**src/rtl/fpu_bus_core.sv**
```systemverilog
// fpu_bus_core: single-precision (binary32) coprocessor behind an 8-bit CPU bus.
//
// The host writes operands A and B one byte at a time. It then writes an opcode,
// which starts the operation. It waits for cmd_end, reads the 32-bit result R
// one byte at a time, and finally pulses end_ack.
//
// Register map (bytes are little-endian):
//   0x0-0x3  A[7:0]..A[31:24]   read/write (writes are dropped while busy)
//   0x4-0x7  B[7:0]..B[31:24]   read/write (writes are dropped while busy)
//   0x8      command            write-only (dropped while busy or cmd_end)
//   0x9-0xC  R[7:0]..R[31:24]   read-only
//   other    writes ignored, reads return 0x00
//
// Opcodes:
//   00 add, 01 sub, 02 mul (only when FPU_MUL_EN is defined),
//   10 pi, 11 pi/2, 12 e, 13 one, 14 zero, anything else gives a quiet NaN.
//
// Optional feature:
//   `define FPU_MUL_EN builds the 24x24 multiplier path. Without it, opcode 02
//   is treated as an unknown opcode.
//
// Ports:
//   clk          system clock, rising edge
//   arst         asynchronous reset, active low
//   databus_in   write data
//   databus_out  read data; 0x00 unless cs=0 and rd=0
//   addr         register select
//   cs, rd, wr   bus strobes, active low
//   end_ack      host acknowledge of cmd_end, active high
//   cmd_end      command finished / irq, held until acknowledged
//   busy         high while an operation is in flight
module fpu_bus_core (
  input  logic       clk,
  input  logic       arst,
  input  logic [7:0] databus_in,
  output logic [7:0] databus_out,
  input  logic [3:0] addr,
  input  logic       cs,
  input  logic       rd,
  input  logic       wr,
  input  logic       end_ack,
  output logic       cmd_end,
  output logic       busy
);

  localparam logic [2:0] S_IDLE   = 3'd0;
  localparam logic [2:0] S_UNPACK = 3'd1;
  localparam logic [2:0] S_ALIGN  = 3'd2;
  localparam logic [2:0] S_ADDSUB = 3'd3;
  localparam logic [2:0] S_MUL    = 3'd4;
  localparam logic [2:0] S_NORM   = 3'd5;
  localparam logic [2:0] S_ROUND  = 3'd6;
  localparam logic [2:0] S_DONE   = 3'd7;

  localparam logic [7:0] OP_ADD = 8'h00;
  localparam logic [7:0] OP_SUB = 8'h01;
`ifdef FPU_MUL_EN
  localparam logic [7:0] OP_MUL = 8'h02;
`endif

  localparam logic [31:0] QNAN = 32'h7FC00000;
  localparam logic [31:0] PINF = 32'h7F800000;

  logic [31:0]       a_r, b_r, r_r, res_r;
  logic [7:0]        op_r;
  logic [2:0]        state;
  logic              busy_r, cmd_end_r, wr_q;

  // Datapath working registers.
  logic              s_r;       // result sign
  logic              sub_r;     // effective subtraction
  logic signed [9:0] exp_r;     // working exponent, wide enough for mul and underflow
  logic [26:0]       big_m;     // larger operand as {1.m, G, R, S}
  logic [23:0]       sml_m;     // smaller operand mantissa, before alignment
  logic [7:0]        diff_r;    // exponent difference
  logic [26:0]       sml_al;    // aligned smaller mantissa, with G/R/S
  logic [27:0]       sum_r;     // bit 27 is the carry position
  logic [26:0]       norm_m;
  logic              zero_r;

  assign busy    = busy_r;
  assign cmd_end = cmd_end_r;

  // A write happens once per wr strobe: on the first edge where wr is seen low.
  logic wr_stb;
  assign wr_stb = !cs && !wr && wr_q;

  // ---------------- operand decode ----------------
  logic [7:0]  ea, eb;
  logic [22:0] fa, fb;
  logic [23:0] ma, mb;
  logic        sb_eff, a_nan, b_nan, a_inf, b_inf, a_zero, b_zero, a_ge;

  always_comb begin
    ea     = a_r[30:23];
    eb     = b_r[30:23];
    fa     = a_r[22:0];
    fb     = b_r[22:0];
    a_nan  = (ea == 8'hFF) && (fa != 23'd0);
    b_nan  = (eb == 8'hFF) && (fb != 23'd0);
    a_inf  = (ea == 8'hFF) && (fa == 23'd0);
    b_inf  = (eb == 8'hFF) && (fb == 23'd0);
    // Denormal inputs are flushed to zero.
    a_zero = (ea == 8'd0);
    b_zero = (eb == 8'd0);
    ma     = a_zero ? 24'd0 : {1'b1, fa};
    mb     = b_zero ? 24'd0 : {1'b1, fb};
    sb_eff = b_r[31] ^ (op_r == OP_SUB);
    a_ge   = {ea, ma} >= {eb, mb};
  end

  // ---------------- align: shift right with sticky ----------------
  logic [50:0] al_wide;
  logic [26:0] al_out;

  always_comb begin
    al_wide = {sml_m, 27'd0} >> diff_r;
    // Beyond 26 places only the sticky bit is left.
    if (diff_r > 8'd26) al_out = {26'd0, |sml_m};
    else                al_out = {al_wide[50:25], |al_wide[24:0]};
  end

  // ---------------- normalize: leading-zero count ----------------
  function automatic logic [4:0] lzc27(input logic [26:0] v);
    logic [4:0] n;
    n = 5'd0;
    for (int i = 0; i < 27; i++)
      if (v[i]) n = 5'(26 - i);
    return n;
  endfunction

  logic [4:0]  lz;
  logic [26:0] norm_sh;
  assign lz      = lzc27(sum_r[26:0]);
  assign norm_sh = sum_r[26:0] << lz;

  // ---------------- round to nearest even and pack ----------------
  logic              rnd_up;
  logic [24:0]       mant25;
  logic signed [9:0] exp_rnd;
  logic [31:0]       rnd_res;

  always_comb begin
    rnd_up  = norm_m[2] & (norm_m[3] | norm_m[1] | norm_m[0]);
    mant25  = {1'b0, norm_m[26:3]} + {24'd0, rnd_up};
    exp_rnd = mant25[24] ? exp_r + 10'sd1 : exp_r;
    if (zero_r)                     rnd_res = 32'd0;
    else if (exp_rnd >= 10'sd255)   rnd_res = {s_r, PINF[30:0]};
    else if (exp_rnd <= 10'sd0)     rnd_res = {s_r, 31'd0};
    else                            rnd_res = {s_r, exp_rnd[7:0],
                                               mant25[24] ? mant25[23:1] : mant25[22:0]};
  end

`ifdef FPU_MUL_EN
  logic [47:0] prod;
  assign prod = big_m[26:3] * sml_m;
`endif

  // ---------------- control and datapath ----------------
  always_ff @(posedge clk or negedge arst) begin
    if (!arst) begin
      a_r       <= 32'd0;
      b_r       <= 32'd0;
      r_r       <= 32'd0;
      res_r     <= 32'd0;
      op_r      <= 8'd0;
      state     <= S_IDLE;
      busy_r    <= 1'b0;
      cmd_end_r <= 1'b0;
      wr_q      <= 1'b1;
      s_r       <= 1'b0;
      sub_r     <= 1'b0;
      exp_r     <= 10'sd0;
      big_m     <= 27'd0;
      sml_m     <= 24'd0;
      diff_r    <= 8'd0;
      sml_al    <= 27'd0;
      sum_r     <= 28'd0;
      norm_m    <= 27'd0;
      zero_r    <= 1'b0;
    end else begin
      wr_q <= wr;
      if (cmd_end_r && end_ack) cmd_end_r <= 1'b0;

      case (state)
        S_UNPACK: begin
          state <= S_DONE;
          case (op_r)
            OP_ADD, OP_SUB: begin
              if (a_nan || b_nan)     res_r <= QNAN;
              else if (a_inf && b_inf) res_r <= (a_r[31] != sb_eff) ? QNAN : {a_r[31], PINF[30:0]};
              else if (a_inf)          res_r <= {a_r[31], PINF[30:0]};
              else if (b_inf)          res_r <= {sb_eff, PINF[30:0]};
              else begin
                state <= S_ALIGN;
                sub_r <= a_r[31] ^ sb_eff;
                if (a_ge) begin
                  s_r    <= a_r[31];
                  exp_r  <= $signed({2'b00, ea});
                  big_m  <= {ma, 3'b000};
                  sml_m  <= mb;
                  diff_r <= ea - eb;
                end else begin
                  s_r    <= sb_eff;
                  exp_r  <= $signed({2'b00, eb});
                  big_m  <= {mb, 3'b000};
                  sml_m  <= ma;
                  diff_r <= eb - ea;
                end
              end
            end
`ifdef FPU_MUL_EN
            OP_MUL: begin
              if (a_nan || b_nan)                             res_r <= QNAN;
              else if ((a_inf && b_zero) || (b_inf && a_zero)) res_r <= QNAN;
              else if (a_inf || b_inf)                        res_r <= {a_r[31] ^ b_r[31], PINF[30:0]};
              else if (a_zero || b_zero)                      res_r <= 32'd0;
              else begin
                state <= S_MUL;
                s_r   <= a_r[31] ^ b_r[31];
                exp_r <= $signed({2'b00, ea}) + $signed({2'b00, eb}) - 10'sd127;
                big_m <= {ma, 3'b000};
                sml_m <= mb;
              end
            end
`endif
            8'h10:   res_r <= 32'h40490FDB;
            8'h11:   res_r <= 32'h3FC90FDB;
            8'h12:   res_r <= 32'h402DF854;
            8'h13:   res_r <= 32'h3F800000;
            8'h14:   res_r <= 32'h00000000;
            default: res_r <= QNAN;
          endcase
        end
        S_ALIGN: begin
          sml_al <= al_out;
          state  <= S_ADDSUB;
        end
        S_ADDSUB: begin
          // big >= small in magnitude, so a subtraction never goes negative.
          sum_r <= sub_r ? {1'b0, big_m} - {1'b0, sml_al}
                         : {1'b0, big_m} + {1'b0, sml_al};
          state <= S_NORM;
        end
        S_MUL: begin
`ifdef FPU_MUL_EN
          // The product of two 1.x values is in [1,4): bit 46 or 47 leads.
          sum_r <= {prod[47:21], |prod[20:0]};
          state <= S_NORM;
`else
          state <= S_IDLE;
`endif
        end
        S_NORM: begin
          zero_r <= (sum_r == 28'd0);
          if (sum_r[27]) begin
            norm_m <= {sum_r[27:2], sum_r[1] | sum_r[0]};
            exp_r  <= exp_r + 10'sd1;
          end else begin
            norm_m <= norm_sh;
            exp_r  <= exp_r - $signed({5'd0, lz});
          end
          state <= S_ROUND;
        end
        S_ROUND: begin
          res_r <= rnd_res;
          state <= S_DONE;
        end
        S_DONE: begin
          r_r       <= res_r;
          busy_r    <= 1'b0;
          cmd_end_r <= 1'b1;
          state     <= S_IDLE;
        end
        default: state <= S_IDLE;
      endcase

      if (wr_stb) begin
        case (addr)
          4'h0, 4'h1, 4'h2, 4'h3:
            if (!busy_r) a_r[8*addr[1:0] +: 8] <= databus_in;
          4'h4, 4'h5, 4'h6, 4'h7:
            if (!busy_r) b_r[8*addr[1:0] +: 8] <= databus_in;
          4'h8:
            if (!busy_r && !cmd_end_r) begin
              op_r   <= databus_in;
              state  <= S_UNPACK;
              busy_r <= 1'b1;
            end
          default: ;
        endcase
      end
    end
  end

  // ---------------- read mux ----------------
  always_comb begin
    databus_out = 8'h00;
    if (!cs && !rd) begin
      case (addr)
        4'h0: databus_out = a_r[7:0];
        4'h1: databus_out = a_r[15:8];
        4'h2: databus_out = a_r[23:16];
        4'h3: databus_out = a_r[31:24];
        4'h4: databus_out = b_r[7:0];
        4'h5: databus_out = b_r[15:8];
        4'h6: databus_out = b_r[23:16];
        4'h7: databus_out = b_r[31:24];
        4'h9: databus_out = r_r[7:0];
        4'hA: databus_out = r_r[15:8];
        4'hB: databus_out = r_r[23:16];
        4'hC: databus_out = r_r[31:24];
        default: databus_out = 8'h00;
      endcase
    end
  end

endmodule

```
**config.mk**
```make
export PLATFORM = sky130hd
export DESIGN_NAME = fpu_bus_core
export DESIGN_NICKNAME = d
export VERILOG_FILES = /design/src/rtl/fpu_bus_core.sv
export SDC_FILE = /design/constraint.sdc
export NUM_CORES = 1
export LEC_CHECK = 0
export BUFFER_PORTS_ARGS = -buffer_cell sky130_fd_sc_hd__buf_2
export CAP_MARGIN = 20
export CORE_AREA = 2 2 177 214
export DETAILED_ROUTE_END_ITERATION = 7
export DIE_AREA = 0 0 179 216
export HOLD_SLACK_MARGIN = 0.02
export PLACE_DENSITY = 0.73
export RECOVER_POWER = 50
export SLEW_MARGIN = 20
export SYNTH_ARGS = -nofsm -noshare
export SYNTH_HDL_FRONTEND = slang
export SYNTH_SLANG_ARGS = --single-unit
```
**constraint.sdc**
```tcl
create_clock -name clk -period 4.9 [get_ports clk]
set_clock_uncertainty 0.2 [all_clocks]
set_input_delay 0.49 -clock clk [delete_from_list [all_inputs] [get_ports clk]]
set_output_delay 0.49 -clock clk [all_outputs]
set_load 0.1 [all_outputs]
```
Yosys cells after proc, flatten, opt, wreduce, memory -nomap -nowiden
Index checks and enable logic that the tools add are counted.
{ "word_totals": {"mem_count": 0, "rom_bits": 0, "in_bits": 18, "ramBits": 0, "latchBits": 0, "out_inout_bits": 10, "reg_bits": 296} }
{ "classes": {"bitwise_logic": 11, "order_cmp": 4, "muxes": 75, "div_mod_pow": 0, "n_addsub": 8, "reduce_logical": 39, "shift": 4, "n_mul": 0, "n_eq_ne": 33} }
{ "ops": {"columns": ["cell", "count"], "rows": [
  ["32-bit 2-to-1 mux", 6],
  ["32-bit case mux with 6 select lines", 1],
  ["5-bit 2-to-1 mux", 27],
  ["8-bit case mux with 12 select lines", 1],
  ["27-bit 2-to-1 mux", 3],
  ["24-bit 2-to-1 mux", 3],
  ["10-bit 2-to-1 mux", 7],
  ["32-bit bitwise mux", 2],
  ["32-bit case mux with 2 select lines", 1],
  ["31-bit 2-to-1 mux", 2],
  ["51-bit by 8-bit right shift with 51-bit output", 1],
  ["23-bit zero test", 2],
  ["23-bit nonzero test", 2],
  ["8-bit by 5-bit equality test with 1-bit output, second input constant", 5],
  ["5-bit negation with 34-bit output", 1],
  ["8-bit by 34-bit variable shift with 32-bit output, first input constant", 1],
  ["8-bit by 34-bit variable part select with 32-bit output", 1],
  ["32-bit greater-or-equal comparator", 1],
  ["27-bit by 27-bit adder with 28-bit output", 1],
  ["28-bit zero test", 1],
  ["28-bit 2-to-1 mux", 1],
  ["27-bit by 27-bit subtractor with 28-bit output", 1],
  ["27-bit by 5-bit left shift with 27-bit output", 1],
  ["24-bit by 1-bit adder with 25-bit output", 1],
  ["42 further kinds", 101]
]} }

Logic depth before layout (Yosys ltp)
{ "logic_depth": {"word_depth": 30, "mapped_depth": 21, "mapped_depth_nobuf": 19} }

Worst setup path after synthesis
OpenSTA, ideal clock, no wires.
{ "synth_path": {"path_kind": "flip-flop to flip-flop", "startpoint": "reg sum_r[10]", "endpoint": "reg exp_r[8]", "t_arrival_ns": 3.811, "path_buffers": 4, "setup_time_ns": 0.131, "setup_slack_ns": 0.758, "path_stages_with_launch": 22, "cell_sequence": "dfrtp_1 -> buf_2 -> or4_1 -> o21ai_1 -> nand2_1 -> nand2_1 -> and2_1 -> buf_6 -> inv_4 -> buf_2 -> buf_2 -> ha_1 -> nor2b_1 -> o21ai_0 -> nand2b_1 -> and2_1 -> or4_1 -> or3_1 -> o31a_1 -> a21o_1 -> nand2_1 -> o31ai_1"} }
{ "synth_via": {"elab_chain_len": 20} }
{ "synth_rtl": {"columns": ["element", "line", "rtl"], "rows": [
  ["start: declaration", "77", "logic [27:0] sum_r;"],
  ["start signal: assignment", "241", "sum_r <= sub_r ? {1'b0, big_m} - {1'b0, sml_al}"],
  ["5-bit 2-to-1 mux (17 in a row)", "128", "if (v[i]) n = 5'(26 - i);"],
  ["10-bit by 6-bit subtractor with 10-bit output", "261", "exp_r <= exp_r - $signed({5'd0, lz});"],
  ["10-bit 2-to-1 mux", "256", "if (sum_r[27]) begin"],
  ["10-bit case mux with 2 select lines", "185", "case (state)"],
  ["end signal: assignment", "199", "exp_r <= $signed({2'b00, ea});"],
  ["end signal: assignment", "258", "exp_r <= exp_r + 10'sd1;"],
  ["end signal: assignment", "261", null],
  ["end: declaration", "72", "logic signed [9:0] exp_r;"]
]} }
Every way passes these cells.
A chain may end at the register's enable or synchronous reset.

Worst setup path in the final report
{ "layout_path": {"startpoint": "reg a_r[27]", "endpoint": "reg diff_r[7]"} }
{ "layout_via": {"elab_chain_len": 5, "word_cells_on_any_way": 15} }
{ "layout_rtl": {"columns": ["element", "line", "rtl"], "rows": [
  ["start: declaration", "64", "logic [31:0] a_r, b_r, r_r, res_r;"],
  ["start signal: indexed assignment", "281", "if (!busy_r) a_r[8*addr[1:0] +: 8] <= databus_in;"],
  ["parallel branches: the longest is 5 deep, another holds 32-bit greater-or-equal comparator", null, null],
  ["end signal: assignment", "202", "diff_r <= ea - eb;"],
  ["end signal: assignment", "208", "diff_r <= eb - ea;"],
  ["end: declaration", "75", "logic [7:0] diff_r;"]
]} }
Several ways; the timed one is not identified.

==> qor.csv <==
stage;metric;value;unit
detailed_routing;DRC Markers;0;
synth;top cells by count, synth;nand2_1 (368), dfrtp_1 (292), o21ai_0 (225);
run_status;status;complete, but fails checks;
synth;Area contributors post-synth;dfrtp_1 (35%), nand2_1 (6.7%), o21ai_0 (5.4%);
synth;number of synthesized flops with an enable pin;0;
global_route;largest net degree at the start of global routing;167;
die;Die Ht;216;µm
worst_setup_path;largest stage delay on the critical path;0.48;ns
synth;count of state elements after synthesis;293;
clocking;# Post-CTS Setup Buffers;0;
clocking;Num CTS Buffers;34;
cells_and_area;Layout Utilization;61.2;%
timing;Highest Clock Rate;222;MHz
synth;share of the synthesized area in the top cell type;35.3;%
clocking;later-pin clock latency in the skew report;0.55;ns
global_route;initial antenna violation count;0;
global_route;first-pass GRT wire length;104000;µm
timing;Least-Margin Pin Slew;2.87;ns
worst_setup_path;Worst setup EP type;flip-flop;
synth;post-synthesis cell count;2445;
detailed_routing;Initial DRC Count;2085;
worst_setup_path;Cell Chain, Critical Path;nor4_1 -> nand2_1 -> buf_4 -> nand2_1 -> inv_1 -> ha_1 -> o211a_1 -> nand3_1 -> o32ai_1 -> o211ai_1 -> a21oi_4 -> buf_4 -> nor2_1 -> a221o_1 -> a211oi_1 -> nor3_1 -> o31ai_1;
synth;top-count cell post-synth;nand2_1;
die;IO Count;28;
detailed_routing;DR WL/cell;22.9;µm
timing;setup_tns;0;ns
cells_and_area;n_diodes;0;
timing;# setup viols final;0;
detailed_routing;Vias per Instance;6.58;
synth;Synth Net Count;2548;
power_and_ir_drop;maximum VDD drop;0.487;mV
die;cell row count;77;
clocking;Max clock buf depth;3;
clocking;H-tree depth;2;
clocking;CTS tree;done;
clocking;Sink Count;293;
worst_setup_path;Critical Setup Path Class;flip-flop to flip-flop;
power_and_ir_drop;pwr/cell area;627;mW/mm²
timing;unrepaired setup endpoints after global routing;false;
global_route;overall routing resource usage;34.7;%
worst_setup_path;Slowest-stage cell, CP;dfrtp_1;
placement;RePlAce Congestion;1.02;
detailed_routing;antenna viol nets, final;0;
placement;Port Buffers;27;
synth;Primary FF master, synth;dfrtp_1;
synth;post-synthesis cell type count;95;
synth;syn avg cell area;8.46;µm²
clocking;clk root buf;clkbuf_16;
synth;biggest area consumer among synthesized cells;dfrtp_1;
timing;period utilization;92.1;%
worst_setup_path;family with the most delay on the worst path;compound AO/OA/AOI/OAI gates;
timing;Rel. slew slack;-91.1;%
timing;Fin. Hold Viols;0;
worst_setup_path;Req. time, crit path;5.14;ns
detailed_routing;via count;19100;
worst_setup_path;Worst setup SP type;flip-flop;
worst_setup_path;WP data arrival;4.75;ns
power_and_ir_drop;Pleak;9.55;nW
die;initial core utilization;56.7;%
detailed_routing;WL final;66300;µm
synth;register area share after synthesis;35.4;%
cells_and_area;layout cells sized above 1;10.9;%
synth;Ys Warns;0;
run_status;failing checks;max-capacitance violations, max-slew violations;
die;core area;0.0365;mm²
synth;ys async rst share;100;%
placement;DPL Wire Length;49100;µm
worst_setup_path;critical path buffer and inverter count;3;
cells_and_area;nets@finish;2506;
clocking;Reg clk slew, reported paths;0.06;ns
global_route;number of global-route vias before repair;18200;
job;total of max-cap violations;3;
timing;final hold slack;0.0831;ns
worst_setup_path;Reg2Reg Setup Slack;0.39;ns
worst_setup_path;Worst Path Max Fanout;27;
cells_and_area;area grow syn2layout;8.04;%
global_route;grt total ovfl;0;
die;Die W;179;µm
timing;Final Max Tran Viols;316;
detailed_routing;First-pass DRT Iterations;6;
timing;post-layout min period;4.51;ns
die;die area;0.0387;mm²
worst_hold_path;worst hold path type;input pin to flip-flop;
synth;Mapped Area;0.0207;mm²
==> repair_timing <==
action / in CTS / in global routing
hold endpoints to repair: 128 / 0
gates resized for setup: 0 / 0
hold buffers: 3 / 0
==> final timing paths <==
| kind | to | startpoint | cells past startpoint |
|---|---|---|---|
| setup reg to reg | diff_r[7] | a_r[27] | 17 |
| min in group asynchronous | sml_m[1] | arst | 2 |
| hold reg to reg | res_r[20] | res_r[20] | 2 |
| setup / recovery | diff_r[7] | a_r[27] | 17 |
| max in group asynchronous | r_r[22] | arst | 3 |
| hold / removal | a_r[22] | databus_in[6] | 3 |
==> where the power goes <==
group          switching (W)  total [W]  internal [W]
Combinational        0.00439    0.00725       0.00286
Clock                0.00107    0.00270       0.00163
Sequential           0.00101    0.00406       0.00305
Total                0.00647     0.0140       0.00755
==> sequential cells by signal, indices dropped and copies added (netlist names), 8 cells and up <==
| signal | flops |
|---|---|
| op_r | 8 |
| res_r | 32 |
| sum_r | 28 |
| exp_r | 10 |
| norm_m | 27 |
| big_m | 24 |
| sml_m | 24 |
| r_r | 32 |
| b_r | 32 |
| diff_r | 8 |
| sml_al | 27 |
| a_r | 32 |
==> worst min-delay path, delay by kind of cell <==
family,cells,cell delay [ns]
buffers and inverters,1,0.15
AND/OR/NAND/NOR,1,0.08
AO/OA/AOI/OAI,1,0.07
==> area by class of cell <==
class / count / area, µm²
Multi-Input combinational cell: 1911 / 12400
Clock inverter: 15 / 239
Tap cell: 474 / 593
Clock buffer: 45 / 943
Inverter: 87 / 332
Fill cell: 3216 / 14200
Sequential cell: 293 / 7330
Timing Repair Buffer: 76 / 515
==> cells in the final DEF, fill, tap and decap left out, types with 30 or more instances in the layout <==
cell	netlist	layout
a21oi_1	175	175
a22o_1	46	46
a31oi_1	50	50
buf_4	0	42
clkbuf_16	0	35
dfrtp_1	292	291
ha_1	82	82
inv_1	81	81
mux2_2	61	61
mux2i_1	54	54
nand2_1	368	367
nand3_1	57	57
nor2_1	212	212
nor3_1	43	43
nor4_1	33	33
o21ai_0	225	225
xnor2_1	58	58
xor2_1	30	30
==> per-stage QoR <==
stage                     total power (W)  instances  area, µm²  setup WS (ns)
after detailed placement           0.0111       2838      21200          0.432
final                              0.0140       2901      22400          0.386
after floorplan                   0.00921       2445      20700          0.758
after global placement             0.0110       2838      21200          0.525
after global routing               0.0149       2901      22400         0.0342
after CTS                          0.0139       2901      22400          0.393
==> metal layers <==
metal / global-route usage [%] / part of all wire [%]
met4: 17.0 / 5.4
met1: 45.9 / 41
met3: 4.99 / 6.8
met5: 0 / 0
met2: 55.8 / 47
==> cell families after synthesis <==
logic type,Yosys count,synth area share (%)
muxes,144,9.11
DFF,293,35.4
xor gates and xnor gates,88,3.73
and+or+nand+nor,869,19.2
AOI/OAI and AO/OA,725,22.5
buffers and inverters,241,4.72
adders and majority gates,85,5.25
Note: power is estimated with default switching activity, not from simulation.
